==> config.mk <==
export PLATFORM = sky130hd
export DESIGN_NAME = spi_buffer
export DESIGN_NICKNAME = d
export VERILOG_FILES = /design/src/rtl/spi_buffer.sv
export SDC_FILE = /design/constraint.sdc
export NUM_CORES = 1
export LEC_CHECK = 0
export ABC_AREA = 1
export CAP_MARGIN = 20
export CELL_PAD_IN_SITES_DETAIL_PLACEMENT = 1
export CELL_PAD_IN_SITES_GLOBAL_PLACEMENT = 1
export CORE_ASPECT_RATIO = 0.8
export CORE_UTILIZATION = 38
export CTS_CLUSTER_SIZE = 20
export DETAILED_ROUTE_END_ITERATION = 7
export PLACE_DENSITY_LB_ADDON = 0.1
export SLEW_MARGIN = 20
export SYNTH_ARGS = -nofsm -noshare
export SYNTH_HDL_FRONTEND = slang
export SYNTH_SLANG_ARGS = --single-unit
==> constraint.sdc <==
create_clock -name WB_CLK_I -period 2.85 [get_ports WB_CLK_I]
set_clock_uncertainty 0.05 [all_clocks]
set_input_delay 0.285 -clock WB_CLK_I [delete_from_list [all_inputs] [get_ports WB_CLK_I]]
set_output_delay 0.285 -clock WB_CLK_I [all_outputs]
set_load 0.05 [all_outputs]
==> src/rtl/spi_buffer.sv <==
// spi_buffer: register/FIFO buffer between the Wishbone interface stage and
// the SPI shift engine.
//
// Bus side (four-phase handshake, one side effect per request):
//   BUF_REQ / BUF_WR / BUF_ADDR_I / BUF_DATA_I  in   access request
//   BUF_DATA_O / BUF_ACK / BUF_ERR              out  registered completion
// SPI side:
//   TX_DATA_O / TX_VALID_O / TX_READY_I         TX FIFO head, popped by engine
//   RX_DATA_I / RX_VALID_I                      RX FIFO push, no backpressure
//   SPI_EN_O / SPI_DIV_O                        CTRL[0], CTRL[15:8]
// Register map: 0x00 TXDATA, 0x04 RXDATA, 0x08 STATUS, 0x0C CTRL.
module spi_buffer #(
    parameter int DW         = 8,
    parameter int DEPTH_LOG2 = 4
) (
    input  logic          WB_CLK_I,
    input  logic          WB_RST_I,
    input  logic          BUF_REQ,
    input  logic          BUF_WR,
    input  logic [7:0]    BUF_ADDR_I,
    input  logic [31:0]   BUF_DATA_I,
    output logic [31:0]   BUF_DATA_O,
    output logic          BUF_ACK,
    output logic          BUF_ERR,
    output logic [DW-1:0] TX_DATA_O,
    output logic          TX_VALID_O,
    input  logic          TX_READY_I,
    input  logic [DW-1:0] RX_DATA_I,
    input  logic          RX_VALID_I,
    output logic          SPI_EN_O,
    output logic [7:0]    SPI_DIV_O
);

    localparam int DEPTH = 1 << DEPTH_LOG2;
    localparam int CW    = DEPTH_LOG2 + 1;
    localparam logic [CW-1:0]         FULL_CNT = CW'(DEPTH);
    localparam logic [CW-1:0]         CNT_ONE  = CW'(1);
    localparam logic [DEPTH_LOG2-1:0] PTR_ONE  = DEPTH_LOG2'(1);

    typedef enum logic {S_IDLE, S_ACK} state_t;

    state_t                state_q, state_d;
    logic                  ack_q, ack_d;
    logic                  err_q, err_d;
    logic [31:0]           rdata_q, rdata_d;
    logic                  en_q, en_d;
    logic [7:0]            div_q, div_d;
    logic                  ovf_q, ovf_d;
    logic [DEPTH_LOG2-1:0] tx_wp_q, tx_wp_d, tx_rp_q, tx_rp_d;
    logic [DEPTH_LOG2-1:0] rx_wp_q, rx_wp_d, rx_rp_q, rx_rp_d;
    logic [CW-1:0]         tx_cnt_q, tx_cnt_d, rx_cnt_q, rx_cnt_d;
    logic [DW-1:0]         tx_mem_q [DEPTH];
    logic [DW-1:0]         rx_mem_q [DEPTH];

    logic        tx_empty, tx_full, rx_empty, rx_full;
    logic        tx_push, tx_pop, rx_push, rx_pop;
    logic        tx_flush, rx_flush, ovf_clr;
    logic [31:0] status_w, ctrl_w, rx_head_w;
    logic        unused_data;

    // Bus bits that no register uses.
    assign unused_data = ^BUF_DATA_I;

    // Full/empty come from the count at the start of the cycle, so a push
    // into a full FIFO is rejected even if the other side pops this cycle.
    assign tx_empty = (tx_cnt_q == '0);
    assign tx_full  = (tx_cnt_q == FULL_CNT);
    assign rx_empty = (rx_cnt_q == '0);
    assign rx_full  = (rx_cnt_q == FULL_CNT);

    always_comb begin
        status_w             = '0;
        status_w[0]          = tx_empty;
        status_w[1]          = tx_full;
        status_w[2]          = rx_empty;
        status_w[3]          = rx_full;
        status_w[4]          = ovf_q;
        status_w[8 +: CW]    = tx_cnt_q;
        status_w[16 +: CW]   = rx_cnt_q;
        ctrl_w               = '0;
        ctrl_w[0]            = en_q;
        ctrl_w[15:8]         = div_q;
        rx_head_w            = '0;
        rx_head_w[DW-1:0]    = rx_mem_q[rx_rp_q];
    end

    // Handshake FSM and register decode.
    always_comb begin
        state_d  = state_q;
        ack_d    = ack_q;
        err_d    = err_q;
        rdata_d  = rdata_q;
        en_d     = en_q;
        div_d    = div_q;
        tx_push  = 1'b0;
        rx_pop   = 1'b0;
        tx_flush = 1'b0;
        rx_flush = 1'b0;
        ovf_clr  = 1'b0;
        unique case (state_q)
            S_IDLE: begin
                if (BUF_REQ) begin
                    state_d = S_ACK;
                    ack_d   = 1'b1;
                    err_d   = 1'b0;
                    rdata_d = '0;
                    unique case (BUF_ADDR_I)
                        8'h00: begin
                            if (BUF_WR && !tx_full) tx_push = 1'b1;
                            else                    err_d   = 1'b1;
                        end
                        8'h04: begin
                            if (!BUF_WR && !rx_empty) begin
                                rx_pop  = 1'b1;
                                rdata_d = rx_head_w;
                            end else begin
                                err_d = 1'b1;
                            end
                        end
                        8'h08: begin
                            if (BUF_WR) begin
                                err_d = 1'b1;
                            end else begin
                                rdata_d = status_w;
                                ovf_clr = 1'b1;
                            end
                        end
                        8'h0C: begin
                            if (BUF_WR) begin
                                en_d     = BUF_DATA_I[0];
                                tx_flush = BUF_DATA_I[1];
                                rx_flush = BUF_DATA_I[2];
                                div_d    = BUF_DATA_I[15:8];
                            end else begin
                                rdata_d = ctrl_w;
                            end
                        end
                        default: err_d = 1'b1;
                    endcase
                end
            end
            S_ACK: begin
                if (!BUF_REQ) begin
                    state_d = S_IDLE;
                    ack_d   = 1'b0;
                end
            end
            default: state_d = S_IDLE;
        endcase
    end

    // FIFO pointers/counts. Flush overrides any same-cycle SPI push or pop.
    always_comb begin
        tx_pop   = TX_READY_I && !tx_empty;
        rx_push  = RX_VALID_I && !rx_full && !rx_flush;
        tx_wp_d  = tx_wp_q;
        tx_rp_d  = tx_rp_q;
        tx_cnt_d = tx_cnt_q;
        rx_wp_d  = rx_wp_q;
        rx_rp_d  = rx_rp_q;
        rx_cnt_d = rx_cnt_q;
        ovf_d    = ovf_q;

        if (tx_flush) begin
            tx_wp_d  = '0;
            tx_rp_d  = '0;
            tx_cnt_d = '0;
        end else begin
            if (tx_push) tx_wp_d = tx_wp_q + PTR_ONE;
            if (tx_pop)  tx_rp_d = tx_rp_q + PTR_ONE;
            if (tx_push && !tx_pop)      tx_cnt_d = tx_cnt_q + CNT_ONE;
            else if (tx_pop && !tx_push) tx_cnt_d = tx_cnt_q - CNT_ONE;
        end

        if (rx_flush) begin
            rx_wp_d  = '0;
            rx_rp_d  = '0;
            rx_cnt_d = '0;
        end else begin
            if (rx_push) rx_wp_d = rx_wp_q + PTR_ONE;
            if (rx_pop)  rx_rp_d = rx_rp_q + PTR_ONE;
            if (rx_push && !rx_pop)      rx_cnt_d = rx_cnt_q + CNT_ONE;
            else if (rx_pop && !rx_push) rx_cnt_d = rx_cnt_q - CNT_ONE;
        end

        // A new overflow in the same cycle as a STATUS read stays set so
        // that it is reported by the next read.
        if (ovf_clr) ovf_d = 1'b0;
        if (RX_VALID_I && rx_full && !rx_flush) ovf_d = 1'b1;
    end

    always_ff @(posedge WB_CLK_I) begin
        if (WB_RST_I) begin
            state_q  <= S_IDLE;
            ack_q    <= 1'b0;
            err_q    <= 1'b0;
            rdata_q  <= '0;
            en_q     <= 1'b0;
            div_q    <= '0;
            ovf_q    <= 1'b0;
            tx_wp_q  <= '0;
            tx_rp_q  <= '0;
            tx_cnt_q <= '0;
            rx_wp_q  <= '0;
            rx_rp_q  <= '0;
            rx_cnt_q <= '0;
        end else begin
            state_q  <= state_d;
            ack_q    <= ack_d;
            err_q    <= err_d;
            rdata_q  <= rdata_d;
            en_q     <= en_d;
            div_q    <= div_d;
            ovf_q    <= ovf_d;
            tx_wp_q  <= tx_wp_d;
            tx_rp_q  <= tx_rp_d;
            tx_cnt_q <= tx_cnt_d;
            rx_wp_q  <= rx_wp_d;
            rx_rp_q  <= rx_rp_d;
            rx_cnt_q <= rx_cnt_d;
        end
    end

    // Storage needs no reset: only entries inside the count are ever read.
    always_ff @(posedge WB_CLK_I) begin
        if (!WB_RST_I && tx_push) tx_mem_q[tx_wp_q] <= BUF_DATA_I[DW-1:0];
        if (!WB_RST_I && rx_push) rx_mem_q[rx_wp_q] <= RX_DATA_I;
    end

    assign BUF_ACK    = ack_q;
    assign BUF_ERR    = err_q;
    assign BUF_DATA_O = rdata_q;
    assign TX_VALID_O = !tx_empty;
    assign TX_DATA_O  = tx_empty ? '0 : tx_mem_q[tx_rp_q];
    assign SPI_EN_O   = en_q;
    assign SPI_DIV_O  = div_q;

endmodule

# [Yosys cells after proc, flatten, opt, wreduce, memory -nomap -nowiden]
# Memory sizes are Yosys's and may differ from the RTL's. A register that Yosys moved wholly into a read port is not among the register bits.
# Index checks and enable logic that the tools add are counted.
# W data, S select, Z words.
[op_classes] n_eq_ne=7 mux=47 n_reduce_logical=35 add_sub_neg=8 bitwise=1
[op_table] operator="$pmux W21 S3" n=1
[op_table] operator="$mux W1" n=32
[op_table] operator="$mux W21" n=1
[op_table] operator="$mux W5" n=4
[op_table] operator="$add A4 B1 Y4 const B" n=4
[op_table] operator="$eq A8 B4 Y1 const B" n=2
[op_table] operator="$mux W16" n=1
[op_table] operator="$mux W4" n=4
[op_table] operator="$mux W8" n=2
[op_table] operator="$logic_and A1 B1 Y1" n=13
[op_table] operator="$logic_not A1 Y1" n=11
[op_table] operator="$add A5 B1 Y5 const B" n=2
[op_table] operator="$eq A5 B5 Y1 const B" n=2
[op_table] operator="$logic_not A5 Y1" n=2
[op_table] operator="$sub A5 B1 Y5 const B" n=2
[op_table] operator="$eq A8 B3 Y1 const B" n=1
[op_table] operator="$logic_not A8 Y1" n=1
[op_table] operator="$reduce_bool A2 Y1" n=3
[op_table] operator="$ne A2 B2 Y1 const B" n=2
[op_table] operator="$pmux W1 S4" n=1
[op_table] operator="$reduce_and A2 Y1" n=2
[op_table] operator="$reduce_and A4 Y1" n=1
[op_table] operator="$reduce_or A2 Y1" n=2
[op_table] operator="$pmux W1 S2" n=1
[op_table] operator="$not A1 Y1" n=1
[word_totals] mem_bits_rw=256 memories=2 out_inout_bits=52 inputBits=54 regBits=71 elab_cells=113
[memory_table] memory="rx_mem_q" words=16 width=8 rd=1 rd_clocked_by_memory_dff=1 write_ports=1 line="53" rtl="logic [DW-1:0] rx_mem_q [DEPTH];"
[memory_table] memory="tx_mem_q" words=16 width=8 rd=1 rd_clocked_by_memory_dff=1 write_ports=1 line="52" rtl="logic [DW-1:0] tx_mem_q [DEPTH];"

# [Logic depth before layout (Yosys ltp)]
# Gate-level depths: netlist of the first run.
[depth] ltp_word=11 mapped_depth=15

# [Worst setup path before layout of the first run]
# Ideal clock, no wire load.
[synth_timing] path_type="flip-flop to flip-flop" startpoint="reg tx_cnt_q[0]" endpoint="reg tx_cnt_q[4]" setup_time_ps=122 slack_ps=420 required_time_ps=2678 synth_period_minus_slack_ps=2430 t_arrival_ps=2258 stages_incl_launch_ff=15 path_cell_list="dfxtp_1 > nor2_1 > nand2_1 > nor2_2 > inv_2 > nand2_4 > ha_1 > inv_1 > fa_1 > nand3_1 > nand2_1 > a21oi_1 > o21ai_0 > o21ai_0 > a21oi_1"
[synth_rtl] item="start, declared" line="51" rtl="logic [CW-1:0] tx_cnt_q, tx_cnt_d, rx_cnt_q, rx_cnt_d;"
[synth_rtl] item="start signal, assigned" line="217" rtl="tx_cnt_q <= tx_cnt_d;"
[synth_rtl] item="$logic_not A5 Y1 (*)" line="66" rtl="assign tx_empty = (tx_cnt_q == '0);"
[synth_rtl] item="$logic_not A1 Y1 (*)"
[synth_rtl] item="via TX_VALID_O" line="26" rtl="output logic TX_VALID_O,"
[synth_rtl] item="$logic_and A1 B1 Y1 (*)" line="154" rtl="tx_pop = TX_READY_I && !tx_empty;"
[synth_rtl] item="$logic_not A1 Y1" line="171" rtl="if (tx_push && !tx_pop) tx_cnt_d = tx_cnt_q + CNT_ONE;"
[synth_rtl] item="$logic_and A1 B1 Y1" line="171"
[synth_rtl] item="$mux W5 / $reduce_bool A2 Y1 (equally long branches)"
# The timed path passes the listed nets; every way through them passes the cells marked *. The select of a mux whose other input is x is not followed.
# A chain may end at the register's enable or synchronous reset.

==> results of run 1 <==
## power by group
part | switching (mW) | leakage [nW] | internal, mW | total, mW
combinational | 1.74 | 2.78 | 1.01 | 2.75
clock | 1.89 | 0.547 | 2.56 | 4.45
sequential | 0.137 | 2.86 | 5.20 | 5.34
total | 3.76 | 6.18 | 8.78 | 12.5
## critical path: cells and delay by family, from the launching register on
kind            cells  cell delay, ns
compound gates      3            0.54
buf+inv             2            0.48
simple gates        3            0.26
flops               1            0.50
## logic make-up (layout without fill, tap and decap cells)
| group | Yosys count | in the layout |
|---|---|---|
| simple gates | 646 | 646 |
| flops | 324 | 324 |
| compound gates | 176 | 176 |
| buf+inv | 165 | 296 |
| fa+ha+maj | 21 | 21 |
| xor+xnor | 13 | 13 |
| other cells | 1 | 11 |
## timing repair
action	in CTS	in global routing
resized for setup	0	3
setup endpoints to repair	0	9
hold buffers	0	0
## layout make-up
type,instances,area [sq um]
clock inverter,22,163
sequential,324,9050
fill,3972,19400
tap,480,601
timing repair buffer,135,1330
multi-input combinational,867,4150
inverter,96,363
clock buffer,43,948
## metal layers
layer	vias up	share of wire (%)
li1	4781	-
met1	4850	49
met2	164	44
met3	48	5.1
met4	4	1.8
met5	-	0.065
## flip-flops by register name (all words and copies together) (netlist names), 5 cells and up, named ones only
name / flops
tx_cnt_q: 5
rx_cnt_q: 5
tx_mem_q: 128
BUF_DATA_O: 21
rx_mem_q: 128
SPI_DIV_O: 8
## per-stage QoR
step | instance area (sq um) | utilization [%] | instances | setup slack, ns | setup TNS, ns
after floorplan | 13900 | - | 1356 | 0.420 | 0
after global placement | 15500 | 43.0 | 1902 | 0.0354 | 0
after detailed placement | 15500 | 43.0 | 1902 | -0.00660 | -0.00660
after CTS | 16600 | 46.1 | 1967 | 0.00479 | 0
after global routing | 16600 | 46.1 | 1967 | 0.00222 | 0
final | 16600 | 46.1 | 1967 | 0.195 | 0
## worst min-delay path by stage
stage / start / to / slack [ns]
after floorplan: WB_RST_I / BUF_DATA_O[8] / 0.30
after global placement: BUF_DATA_O[20] / BUF_DATA_O[20] / 0.41
after detailed placement: BUF_DATA_O[19] / BUF_DATA_O[19] / 0.42
after CTS: BUF_DATA_I[13] / SPI_DIV_O[5] / 0.30
after global routing: BUF_DATA_I[10] / SPI_DIV_O[2] / 0.32
final: BUF_DATA_I[13] / SPI_DIV_O[5] / 0.33
## placed cells by master, fill, tap and decap left out, drive strengths merged
master and instances:
a211oi 2, a21boi 3, nor2 158, or2 1, o211ai 21, dfxtp 68
edfxtp 256, conb 11, clkinvlp 1, xor2 9, a21o 1, nand2 350
a21oi 68, clkinv 20, o31ai 8, o21ai 66, clkdlybuf4s50 70, nor3 2
buf 65, clkbuf 43, fa 2, nand4 9, inv 95, xnor2 4
bufinv 2, ha 19, a31oi 6, nand3 126, o22ai 1
==> results.txt, run 1 <==
status = finished clean
clk buf depth = 3
antenna-violating nets left = 0
met2 Use GR = 30.7%
# port buffers = 78
routed wire length = 37,200 microns
Worst Path Max Fanout = 19
Final setup viols = 0
Relative slew margins = 41.7%
die area = 37,400 sq um
Top FF cell, synth = edfxtp_1
first-pass GRT wire length = 57,700 microns
FP Rows = 62
Post-Synthesis Cells = 1,346
worst path cell trace = buf_4 -> nor2_1 -> nor2_1 -> o21ai_0 -> o211ai_1 -> nand3_1 -> a21oi_1 -> buf_12
Cell Pwr Density = 755 nW/um^2
Pre-Repair DR Iteration Count = 5
maximum level of the CTS H-tree = 2
clock sinks = 324
GR Layer Usage met3 = 4.50%
Detailed Place HPWL = 25,100 microns
Post-Synth Adder-Cell Area = 2.00%
Synth async-reset ratio = 0%
worst-margin pin slew = 0.872 ns
Max-Cap Viols = 0
register area share after synthesis = 65.1%
most area-consuming cells after synthesis = edfxtp_1 (55%), dfxtp_1 (9.8%), nand2_1 (9.3%), nand3_1 (4.2%), nor2_1 (4.1%)
leakage = 6.18 nW
Max Clock Freq = 0.377 GHz
Syn Area/Cell = 10.3 sq um
Period minus WS final = 2.66 ns
Synth Area in Compound Gates = 7.06%
Area growth, synth to finish = 19.5%
RSZ-0062 raised after global routing = false
slowest CP cell = dfxtp_4
reg2reg start = tx_cnt_q[1]
Critical Setup Path Class = reg -> out
largest net degree at the start of global routing = 70
Crit Reg-Reg Endpoint = tx_cnt_q[4]
clock buffer count from CTS = 36
synth unique cells = 39
Final GP Congestion = 0.778
Synth top area share = 55.3%
mux share of post-synthesis cell area = 0%
total track usage = 20.1%
final critical-path share of the clock period = 93.2%
clk_lat worst skew = 0.54 ns
vias in the first global route = 10.1k
CTS tree = done
synth cell count leaders = nand2_1 (343), edfxtp_1 (256), nor2_1 (150)
chip width = 216 microns
CP Capture Type = primary output
hold path depth = 3
area leader, netlist = edfxtp_1
XOR/XNOR Fraction of Synth Area = 0.819%
flop-to-flop setup slack = 0.39 ns
routed len/inst = 18.9 microns
Synth Cell Area = 13,900 sq um
Hold Crit Class = in -> reg
CP Launch Type = register
simple-gate share of the synthesized area = 19.6%
Die Y = 173 microns
Initial Util = 38.6%
most common cell in the netlist = nand2_1
Worst Path Arrival = 2.32 ns
I/O Pins = 106
Clk pin slew, worst setup/hold paths = 0.06 ns
core area = 36,000 sq um
Most Used Layer, Global Route = met2
VDD IR max = 0.671 mV
post-CTS setup buffers = 0
number of DRC markers in iteration 0 = 495
nets = 1,535
max-slew violations = 0
Worst EP required = 2.52 ns
Vias = 9,847
number of synthesized register bits = 324
n_diodes = 0
number of synthesized flops with an enable pin = 256
main combinational cell family by area after synthesis = simple AND/OR/NAND/NOR gates
slowest stage delay, CP = 0.50 ns
grt total ovfl = 0
clk root buf = clkbuf_16
Crit path top cell by count = nor2_1
overall power = 12.5 mW
# DRC = 0
worst hold margin = 0.328 ns
Synth Warn # = 0
Critical Path End = TX_DATA_O[1]
initial antenna violation count = 2
Final Hold Viols = 0
Vias/cell = 5.01
share of cells above drive strength 1 = 10.5%
M1 GR Usage = 28.8%
cell count of the worst reg-to-reg path = 15
Power figures use the tool's default switching activity.
==> run 2: changes to the inputs <==
- CTS_CLUSTER_DIAMETER: not set -> 60
- PLACE_DENSITY: not set -> 0.75
- PLACE_DENSITY_LB_ADDON: 0.1 -> not set
==> run 2 against run 1 <==
Net effect: sequential power is essentially flat; first-iteration DRC count grew 18%; utilization shrank 1.0 points; highest routed layer is now met4.
==> results.txt, run 2 (synthesis results as in run 1) <==
Vias/cell = 5.10
Max Clock Freq = 0.373 GHz
final non-filler cell total = 1,940
placed cells = 1,896
largest net degree at the start of global routing = 60
hold path endpoint = SPI_DIV_O[7]
CP Launch Type = register
clk root buf = clkbuf_16
core area = 36,000 sq um
clock buffer count from CTS = 25
Reg power frac = 45.9%
critical path's top delay family = buffers and inverters
CP Capture Type = primary output
WP buf/inv = 3
setup ws final = 0.172 ns
initial antenna violation count = 0
CTS tree = done
routed len/inst = 18.5 microns
clk_lat worst skew = 0.55 ns
switching portion of total power = 32.0%
total track usage = 19.4%
Area growth, synth to finish = 16.8%
reg2reg start = tx_cnt_q[0]
final critical-path share of the clock period = 94.0%
first-pass GRT wire length = 56,900 microns
I/O Pins = 106
commonest non-fill, non-tap cells in the layout = nand2_1 (343), edfxtp_1 (256), nor2_1 (150), nand3_1 (116), inv_1 (85)
flop-to-flop setup slack = 0.36 ns
Clk pwr share = 30.0%
fin area = 16,200 sq um
switching pwr = 3.71 mW
chip width = 216 microns
Place WS = -0.0278 ns
Comb pwr share = 24.1%
# port buffers = 78
# DRC = 0
Worst Path Arrival = 2.34 ns
VDD IR max = 0.486 mV
n_diodes = 0
leakage = 5.98 nW
clock sinks = 324
Hold Crit Class = in -> reg
routed wire length = 35,800 microns
Final setup viols = 0
Critical Setup Path Class = reg -> out
Die Y = 173 microns
worst-margin pin slew = 0.876 ns
die area = 37,400 sq um
nets = 1,518
Crit Reg-Reg Endpoint = tx_cnt_q[4]
post-CTS setup buffers = 0
commonest non-fill, non-tap cell in the layout = nand2_1
number of DRC markers in iteration 0 = 585
FP Rows = 62
Period minus WS final = 2.68 ns
Vias = 9,899
Final GP Congestion = 0.813
maximum level of the CTS H-tree = 1
Detailed Place HPWL = 24,700 microns
Max-Cap Viols = 0
Cell Pwr Density = 714 nW/um^2
Relative slew margins = 41.4%
share of cells above drive strength 1 = 9.73%
worst path cell trace = inv_6 -> buf_4 -> o21ai_0 -> o211ai_1 -> nand3_1 -> a21oi_1 -> buf_12
antenna-violating nets left = 0
Worst EP required = 2.52 ns
Internal Pwr Total = 7.89 mW
slowest stage delay, CP = 0.36 ns
hold path depth = 3
Worst Path Max Fanout = 26
worst hold start = BUF_DATA_I[15]
Clk pin slew, worst setup/hold paths = 0.08 ns
clk buf depth = 3
Pre-Repair DR Iteration Count = 5
max-slew violations = 0
cell count of the worst reg-to-reg path = 15
status = finished clean
grt total ovfl = 0
slowest CP cell = dfxtp_1
Area after DPL = 15,400 sq um
Initial Util = 38.6%
Final Hold Viols = 0
vias in the first global route = 10.4k
RSZ-0062 raised after global routing = false
hold buffer count at cts = 0
[run 2: cell count changes in the layout (fill, tap and decap cells not counted), moves of 2 or more]
cell	delta
bufinv_16	-2
buf_4	-6
clkinv_4	+2
clkbuf_16	-12
clkinv_2	-6
clkbuf_1	-5
clkinvlp_4	+2
inv_6	+3
clkinv_8	+2
clkinv_1	-7
[run 2: power by group through the flow]
stage	clock network (mW)	logic (mW)	registers, mW
global route	3.71	3.01	5.34
floorplan	0	1.65	5.39
global placement	0	2.69	5.42
finish	3.48	2.79	5.32
detailed placement	0	2.77	5.42
CTS	3.55	2.79	5.32
[run 2: worst max path at each step]
| stage | end | cells after the start | slack [ns] | start |
|---|---|---|---|---|
| floorplan | tx_cnt_q[4] | 14 | 0.42 | tx_cnt_q[0] |
| global placement | tx_cnt_q[4] | 15 | 0.06 | BUF_ADDR_I[1] |
| detailed placement | tx_cnt_q[4] | 15 | -0.03 | BUF_ADDR_I[1] |
| CTS | TX_DATA_O[5] | 8 | 0.02 | register |
| global route | TX_DATA_O[0] | 7 | 0.01 | register |
| finish | TX_DATA_O[1] | 7 | 0.17 | register |
[run 2: routing by layer]
layer  vias to the layer above  GRT usage [%]  share of wire (%)
met3                        47           3.24                4.5
met5                         -              0                  0
met4                         0           4.82                2.1
li1                       4726              -                  -
met1                      4940           27.4                 48
met2                       186           31.1                 46
[run 2: cell type report]
class	count	area, sq um
clock buffer	26	629
clock inverter	18	161
fill	3995	19800
inverter	96	368
multi-input combinational	867	4150
sequential	324	9050
tap	480	601
timing repair buffer	129	1270
[run 2: metrics by stage]
step	setup TNS, ns	hold slack, ns	total power [mW]	utilization [%]
after floorplan	0	0.304	7.03	-
after global placement	0	0.409	8.11	42.9
after detailed placement	-0.0278	0.416	8.19	42.9
after CTS	0	0.291	11.7	45.1
after global routing	0	0.303	12.1	45.1
final	0	0.312	11.6	45.1
[run 2: tightest hold or removal path, stage by stage]
cell	delay [ns]
clkdlybuf4s50_1	0.39
o21ai_0	0.15
nor2_1	0.04
[run 2: timing repair]
action | in CTS | in global routing
gates resized for setup | 1 | 6
endpoints found under the setup margin | 3 | 6
hold endpoints to repair | 0 | 0
